===== src/rtl/gpio_bank_ctrl.sv =====
// Memory-mapped GPIO bank: debounced inputs, output register with set/clear/toggle
// aliases, and per-channel edge flags that drive a single interrupt line.
module gpio_bank_ctrl #(
  parameter int unsigned WIDTH      = 8,
  parameter logic [31:0] BASE       = 32'h0000_0100,
  parameter int unsigned DEB_CYCLES = 4,
  parameter int unsigned CNT_W      = 16
) (
  input  logic             clk,
  input  logic             reset,
  input  logic [WIDTH-1:0] pins_in,
  input  logic [31:0]      addr,
  input  logic [31:0]      wdata,
  input  logic             we,
  output logic [31:0]      rdata,
  output logic             hit,
  output logic [WIDTH-1:0] pins_out,
  output logic             irq
);

  localparam logic [32:0]      LP_LO       = {1'b0, BASE};
  localparam logic [32:0]      LP_HI       = {1'b0, BASE} + 33'd32;
  localparam logic [CNT_W-1:0] LP_DEB_LAST = CNT_W'(DEB_CYCLES - 1);

  localparam logic [3:0] A_IN      = 4'd0;
  localparam logic [3:0] A_OUT     = 4'd1;
  localparam logic [3:0] A_SET     = 4'd2;
  localparam logic [3:0] A_CLR     = 4'd3;
  localparam logic [3:0] A_TGL     = 4'd4;
  localparam logic [3:0] A_RISE_EN = 4'd5;
  localparam logic [3:0] A_FALL_EN = 4'd6;
  localparam logic [3:0] A_FLAGS   = 4'd7;
  localparam logic [3:0] A_IRQ_EN  = 4'd8;

  logic [WIDTH-1:0] r_s1;
  logic [WIDTH-1:0] r_s2;
  logic [WIDTH-1:0] r_in;
  logic [WIDTH-1:0] r_out;
  logic [WIDTH-1:0] r_rise_en;
  logic [WIDTH-1:0] r_fall_en;
  logic [WIDTH-1:0] r_flags;
  logic [WIDTH-1:0] r_irq_en;
  logic [CNT_W-1:0] r_cnt [WIDTH];

  logic [31:0]      w_off;
  logic [3:0]       w_idx;
  logic             w_wr;
  logic [WIDTH-1:0] w_wd;
  logic             w_unused_bits;

  logic [WIDTH-1:0] w_differs;
  logic [WIDTH-1:0] w_settle;
  logic [WIDTH-1:0] w_in_next;
  logic [WIDTH-1:0] w_rise;
  logic [WIDTH-1:0] w_fall;
  logic [CNT_W-1:0] w_cnt_next [WIDTH];

  logic [WIDTH-1:0] w_out_next;
  logic [WIDTH-1:0] w_rise_en_next;
  logic [WIDTH-1:0] w_fall_en_next;
  logic [WIDTH-1:0] w_irq_en_next;
  logic [WIDTH-1:0] w_w1c;
  logic [WIDTH-1:0] w_flags_next;

  // 33-bit compare so a window near the top of the address space cannot wrap
  assign hit   = (addr[1:0] == 2'b00) && ({1'b0, addr} >= LP_LO) && ({1'b0, addr} <= LP_HI);
  assign w_off = addr - BASE;
  assign w_idx = w_off[5:2];
  assign w_wr  = we & hit;
  assign w_wd  = wdata[WIDTH-1:0];
  assign w_unused_bits = ^{wdata, w_off[31:6], w_off[1:0]};

  genvar gi;
  generate
    for (gi = 0; gi < WIDTH; gi++) begin : g_chan
      assign w_differs[gi]  = r_s2[gi] ^ r_in[gi];
      // Settle on the edge that completes DEB_CYCLES consecutive differing samples
      assign w_settle[gi]   = w_differs[gi] && (r_cnt[gi] == LP_DEB_LAST);
      assign w_in_next[gi]  = w_settle[gi] ? r_s2[gi] : r_in[gi];
      assign w_cnt_next[gi] = (w_differs[gi] && !w_settle[gi]) ? (r_cnt[gi] + CNT_W'(1)) : '0;
      assign w_rise[gi]     = w_settle[gi] &  r_s2[gi] & r_rise_en[gi];
      assign w_fall[gi]     = w_settle[gi] & ~r_s2[gi] & r_fall_en[gi];
    end
  endgenerate

  always_comb begin
    w_out_next     = r_out;
    w_rise_en_next = r_rise_en;
    w_fall_en_next = r_fall_en;
    w_irq_en_next  = r_irq_en;
    w_w1c          = '0;
    if (w_wr) begin
      case (w_idx)
        A_OUT:     w_out_next     = w_wd;
        A_SET:     w_out_next     = r_out | w_wd;
        A_CLR:     w_out_next     = r_out & ~w_wd;
        A_TGL:     w_out_next     = r_out ^ w_wd;
        A_RISE_EN: w_rise_en_next = w_wd;
        A_FALL_EN: w_fall_en_next = w_wd;
        A_FLAGS:   w_w1c          = w_wd;
        A_IRQ_EN:  w_irq_en_next  = w_wd;
        default:   ;
      endcase
    end
    // A new edge outranks a simultaneous clear of the same bit
    w_flags_next = (r_flags & ~w_w1c) | w_rise | w_fall;
  end

  always_ff @(posedge clk or negedge reset) begin
    if (!reset) begin
      r_s1      <= '0;
      r_s2      <= '0;
      r_in      <= '0;
      r_out     <= '0;
      r_rise_en <= '0;
      r_fall_en <= '0;
      r_flags   <= '0;
      r_irq_en  <= '0;
      for (int i = 0; i < WIDTH; i++) r_cnt[i] <= '0;
    end else begin
      r_s1      <= pins_in;
      r_s2      <= r_s1;
      r_in      <= w_in_next;
      r_out     <= w_out_next;
      r_rise_en <= w_rise_en_next;
      r_fall_en <= w_fall_en_next;
      r_flags   <= w_flags_next;
      r_irq_en  <= w_irq_en_next;
      for (int i = 0; i < WIDTH; i++) r_cnt[i] <= w_cnt_next[i];
    end
  end

  always_comb begin
    rdata = '0;
    if (hit) begin
      case (w_idx)
        A_IN:      rdata[WIDTH-1:0] = r_in;
        A_OUT:     rdata[WIDTH-1:0] = r_out;
        A_RISE_EN: rdata[WIDTH-1:0] = r_rise_en;
        A_FALL_EN: rdata[WIDTH-1:0] = r_fall_en;
        A_FLAGS:   rdata[WIDTH-1:0] = r_flags;
        A_IRQ_EN:  rdata[WIDTH-1:0] = r_irq_en;
        default:   rdata = '0;
      endcase
    end
  end

  assign pins_out = r_out;
  assign irq      = |(r_flags & r_irq_en);

endmodule


===== config.mk =====
export PLATFORM = sky130hd
export DESIGN_NAME = gpio_bank_ctrl
export DESIGN_NICKNAME = d
export VERILOG_FILES = /design/src/rtl/gpio_bank_ctrl.sv
export SDC_FILE = /design/constraint.sdc
export NUM_CORES = 1
export LEC_CHECK = 0
export CORE_ASPECT_RATIO = 1.25
export CORE_MARGIN = 1
export CORE_UTILIZATION = 47
export DETAILED_ROUTE_END_ITERATION = 8
export PLACE_DENSITY_LB_ADDON = 0.25
export SKIP_LAST_GASP = 1
export SLEW_MARGIN = 20
export SYNTH_ARGS = -nofsm -noshare
export SYNTH_HDL_FRONTEND = slang
export SYNTH_SLANG_ARGS = --single-unit

===== constraint.sdc =====
create_clock -name clk -period 5.6 [get_ports clk]
set_input_delay 0.56 -clock clk [delete_from_list [all_inputs] [get_ports clk]]
set_output_delay 0.56 -clock clk [all_outputs]
set_load 0.005 [all_outputs]

==> parameters.txt <==
Parameter                              Value

STA
  Slew at the pin with the worst max-slew slack ... around 0.94 ns
  Remaining max-slew budget at the tightest pin ... 36.9%
  Fmax ... between 200 and 250 MHz
  Final worst clock skew ... 0.00804 ns
  PnR worst setup slack ... 1.58 ns
  Total count of max-transition violations in the final report ... 0
  Unrepaired setup endpoints after global routing ... no
  Total setup violations reported at the end of the flow ... 0
  Crit path time final ... 4.02 ns
  Share of the clock period used by the worst path after layout ... 71.7%
  Setup TNS after final layout ... 0 ns
  Hold Fails Final Rpt ... 0

Yosys
  Part of the Yosys area used for sequential elements ... 48.0%
  FFs w/ async S/R, synth ... 100%
  Flops & latches, synth ... around 190
  Number of synthesized flops with an enable pin ... 0
  Post-Synthesis Mean Instance Area ... between 10 and 15 µm²
  Netlist cell types ... 45
  Gate Count Post-Synth ... 977
  Most used DFF post-synth ... sky130_fd_sc_hd__dfrtp_1
  Netlist area before placement ... 10000 µm²
  YS warnings ... 0

Worst setup path
  Depth of the worst register-to-register path ... 5
  Element type at the critical path end ... primary output
  RR Endpoint ... r_cnt[58]$_DFF_PN0_
  Highest net fanout along the worst path ... 13
  FF-to-FF setup slack ... around 3.7 ns
  Slowest-stage cell, CP ... sky130_fd_sc_hd__clkdlybuf4s50_1
  Data required, critical path ... 5.04 ns
  Critical Path AT ... 3.46 ns
  Start point of the critical path ... addr[2]
  Kind of critical path ... in2out
  Kind of launch point of the worst setup path ... input port
  Most repeated library cell on the critical path ... sky130_fd_sc_hd__clkdlybuf4s50_1
  Slowest cell delay on critical path ... 0.98 ns
  Critical path, cell by cell ... clkdlybuf4s50_1, nor4bb_1, buf_4, a222oi_1, a21oi_1, clkdlybuf4s50_1
  Worst R2R Start ... r_cnt[48]$_DFF_PN0_

Detailed routing
  Pre-Repair DR Iteration Count ... 6
  Via count ... 7320
  Starting DRC count in detailed routing ... 453
  DR DRC count ... 0
  Number of nets with antenna violations after detailed routing ... 0
  Vias per inst ... 5.50
  Per-cell routed wire length ... 15.8 µm
  Routed wire length ... 21000 µm

Clocking
  Number of buffers created by CTS ... 17
  CTS tree ... done
  CTS Sinks ... around 190
  Post-CTS clock slew at the launch and capture registers of the worst setup and hold paths ... 0.07 ns
  H-tree Lvls ... 4
  Cell chosen for the clock root ... sky130_fd_sc_hd__clkbuf_16
  Maximum clock path buffer count ... 2
  Count of hold buffers inserted by post-cts repair ... 0
  Resized cells post-CTS ... 0
  Post-CTS Setup Repair Bufs ... 0
  Latest clock arrival within the worst-skew pair ... 0.44 ns

Global routing
  Initial antenna violation count ... 0
  Total congestion overflow after global routing ... 0
  Vias in the first global route ... 7108
  Maximum number of pins on one net before global-route repair ... 104
  Global-route wire length before repair ... about 35000 µm
  Tot GR Track Use ... 20.1%

Pwr
  Switch share ... 28.3%
  Total leakage power ... 4.73 nW
  Clock power share ... roughly two fifths
  Part of the total power dissipated in sequential elements ... 47.6%
  PD cells ... between 200 and 300 nW/µm²
  Internal power component ... 0.00238 W
  Maximum vdd ir drop ... 0.000230 V
  Switching Power ... 0.000937 W
  Combinational Power Share ... 14.0%

Finish
  Number of antenna diodes ... 0
  Area growth, synth to finish ... 15.2%
  FILL cells ... 1864
  Layout cell share with drive strength beyond 1 ... 9.93%
  Core utilization of the finished layout ... 55.3%
  Nets ... 1143

Worst hold path
  HP Class ... in2async

Status
  Status ... finished, final reports clean

Placement
  Worst Setup Slack post-DPL ... ~1.7 ns
  Number of buffer cells added on primary ports ... 68
  Routability-driven placement congestion ratio ... 0.787
  DPL Wire Length ... 14300 µm

Floorplan
  Number of placement rows ... 59
  Die footprint ... 21900 µm²
  Floorplan die height ... 165 µm
  Core area ... 20800 µm²
  Total I/O pin count ... 117
  Starting density of the core ... 48.1%
  X dimension of the die ... 132 µm

Flow run
  Max-cap violations ... 0
## cells in the final DEF (no fill, tap or decap), types with 20 or more instances in the layout
cell,synthesis,layout
sky130_fd_sc_hd__a21oi_1,35,35
sky130_fd_sc_hd__nand3_1,42,42
sky130_fd_sc_hd__nand2_1,38,38
sky130_fd_sc_hd__nor2_1,126,126
sky130_fd_sc_hd__o21ai_0,30,30
sky130_fd_sc_hd__nor3_1,20,20
sky130_fd_sc_hd__clkdlybuf4s50_1,0,67
sky130_fd_sc_hd__nand4_1,42,42
sky130_fd_sc_hd__conb_1,1,24
sky130_fd_sc_hd__xnor2_1,51,51
sky130_fd_sc_hd__inv_1,46,46
sky130_fd_sc_hd__ha_1,24,24
sky130_fd_sc_hd__xor2_1,44,44
sky130_fd_sc_hd__dfrtp_1,192,192
sky130_fd_sc_hd__mux2_2,40,40
sky130_fd_sc_hd__nor4_1,34,34
## routing by layer
metal	track usage, %	up-vias	share of wire, %
li1	-	3593	-
met1	25.9	3583	45
met2	34.1	122	50
met3	4.15	22	3.7
met4	6.11	0	1.3
met5	0	-	0
## Yosys cell counts, drive strengths merged (2+ instances only)
| cell type | instances | share of area, % |
|---|---|---|
| or3 | 19 | 1.2 |
| a22oi | 12 | 0.90 |
| inv | 46 | 1.7 |
| a21oi | 35 | 1.8 |
| o21ai | 38 | 1.9 |
| nand2 | 38 | 1.4 |
| nand3 | 42 | 2.1 |
| or4 | 5 | 0.38 |
| mux2 | 40 | 4.5 |
| nand4 | 45 | 3.2 |
| and4 | 18 | 1.6 |
| mux2i | 10 | 1.0 |
| and2 | 3 | 0.19 |
| nor3 | 20 | 1.0 |
| buf | 33 | 2.3 |
| dfrtp | 192 | 48 |
| a222oi | 15 | 1.5 |
| nor2 | 126 | 4.7 |
| xnor2 | 51 | 4.5 |
| nor3b | 2 | 0.15 |
| nor4b | 10 | 1.2 |
| nor4 | 42 | 3.8 |
| ha | 24 | 3.0 |
| nor4bb | 3 | 0.30 |
| nor2b | 17 | 1.1 |
| o31ai | 12 | 0.90 |
| clkbuf | 17 | 0.64 |
| and3 | 11 | 0.69 |
| xor2 | 44 | 3.9 |
## through the flow
stage / hold WS (ns) / cell area, µm² / cells / total power, W
5_1_grt: 0.270 / 11500 / 1331 / 0.00348
4_1_cts: 0.244 / 11500 / 1331 / 0.00334
3_3_place_gp: 0.334 / 10900 / 1299 / 0.00205
3_5_place_dp: 0.340 / 10900 / 1299 / 0.00206
2_1_floorplan: 0.264 / 10100 / 1000 / 0.00190
6_report: 0.204 / 11500 / 1331 / 0.00331
## power by group through the flow
stage          clock (W)  combinational (W)  sequential (W)
2_1_floorplan          0           0.000327         0.00158
3_3_place_gp           0           0.000449         0.00160
3_5_place_dp           0           0.000456         0.00160
4_1_cts          0.00131           0.000459         0.00157
5_1_grt          0.00136           0.000532         0.00159
6_report         0.00127           0.000463         0.00158
## state kept, by name, indices dropped and copies added, names as in the netlist
register   cells
pins_out       8
r_cnt        128
r_fall_en      8
r_flags        8
r_in           8
r_irq_en       8
r_rise_en      8
r_s1           8
r_s2           8
## how the worst max path moves through the flow
stage | end | slack (ns) | cells past startpoint
floorplan | rdata[6] | 3.42 | 5
global placement | rdata[5] | 1.69 | 6
detailed placement | rdata[5] | 1.66 | 6
CTS | rdata[5] | 1.66 | 6
global route | rdata[6] | 1.53 | 6
finish | rdata[5] | 1.58 | 6
## logic make-up (layout without fill, tap and decap cells)
group / Yosys count / in the layout / synth area share, %
adders and majority gates: 24 / 24 / 3.00
buffers and inverters: 96 / 153 / 4.68
and+or+nand+nor: 404 / 404 / 23.2
AOI/OAI and AO/OA: 115 / 115 / 7.24
other: 1 / 24 / 0.0375
DFF: 192 / 192 / 48.0
muxes: 50 / 50 / 5.50
xor gates and xnor gates: 95 / 95 / 8.32
## layout make-up
class / instances / area (µm²) / area share [%]
inverter: 46 / 173 / 1.50
timing repair buffer: 75 / 737 / 6.40
clock inverter: 13 / 174 / 1.51
clock buffer: 19 / 443 / 3.84
tap: 274 / 343 / 2.98
sequential: 192 / 4800 / 41.7
multi-input combinational: 712 / 4850 / 42.1
## critical path, delay by kind of cell
family / cells / cell delay [ns]
and+or+nand+nor: 1 / 0.71
buffers and inverters: 3 / 1.82
AOI/OAI and AO/OA: 2 / 0.36
Power figures use the tool's default switching activity.
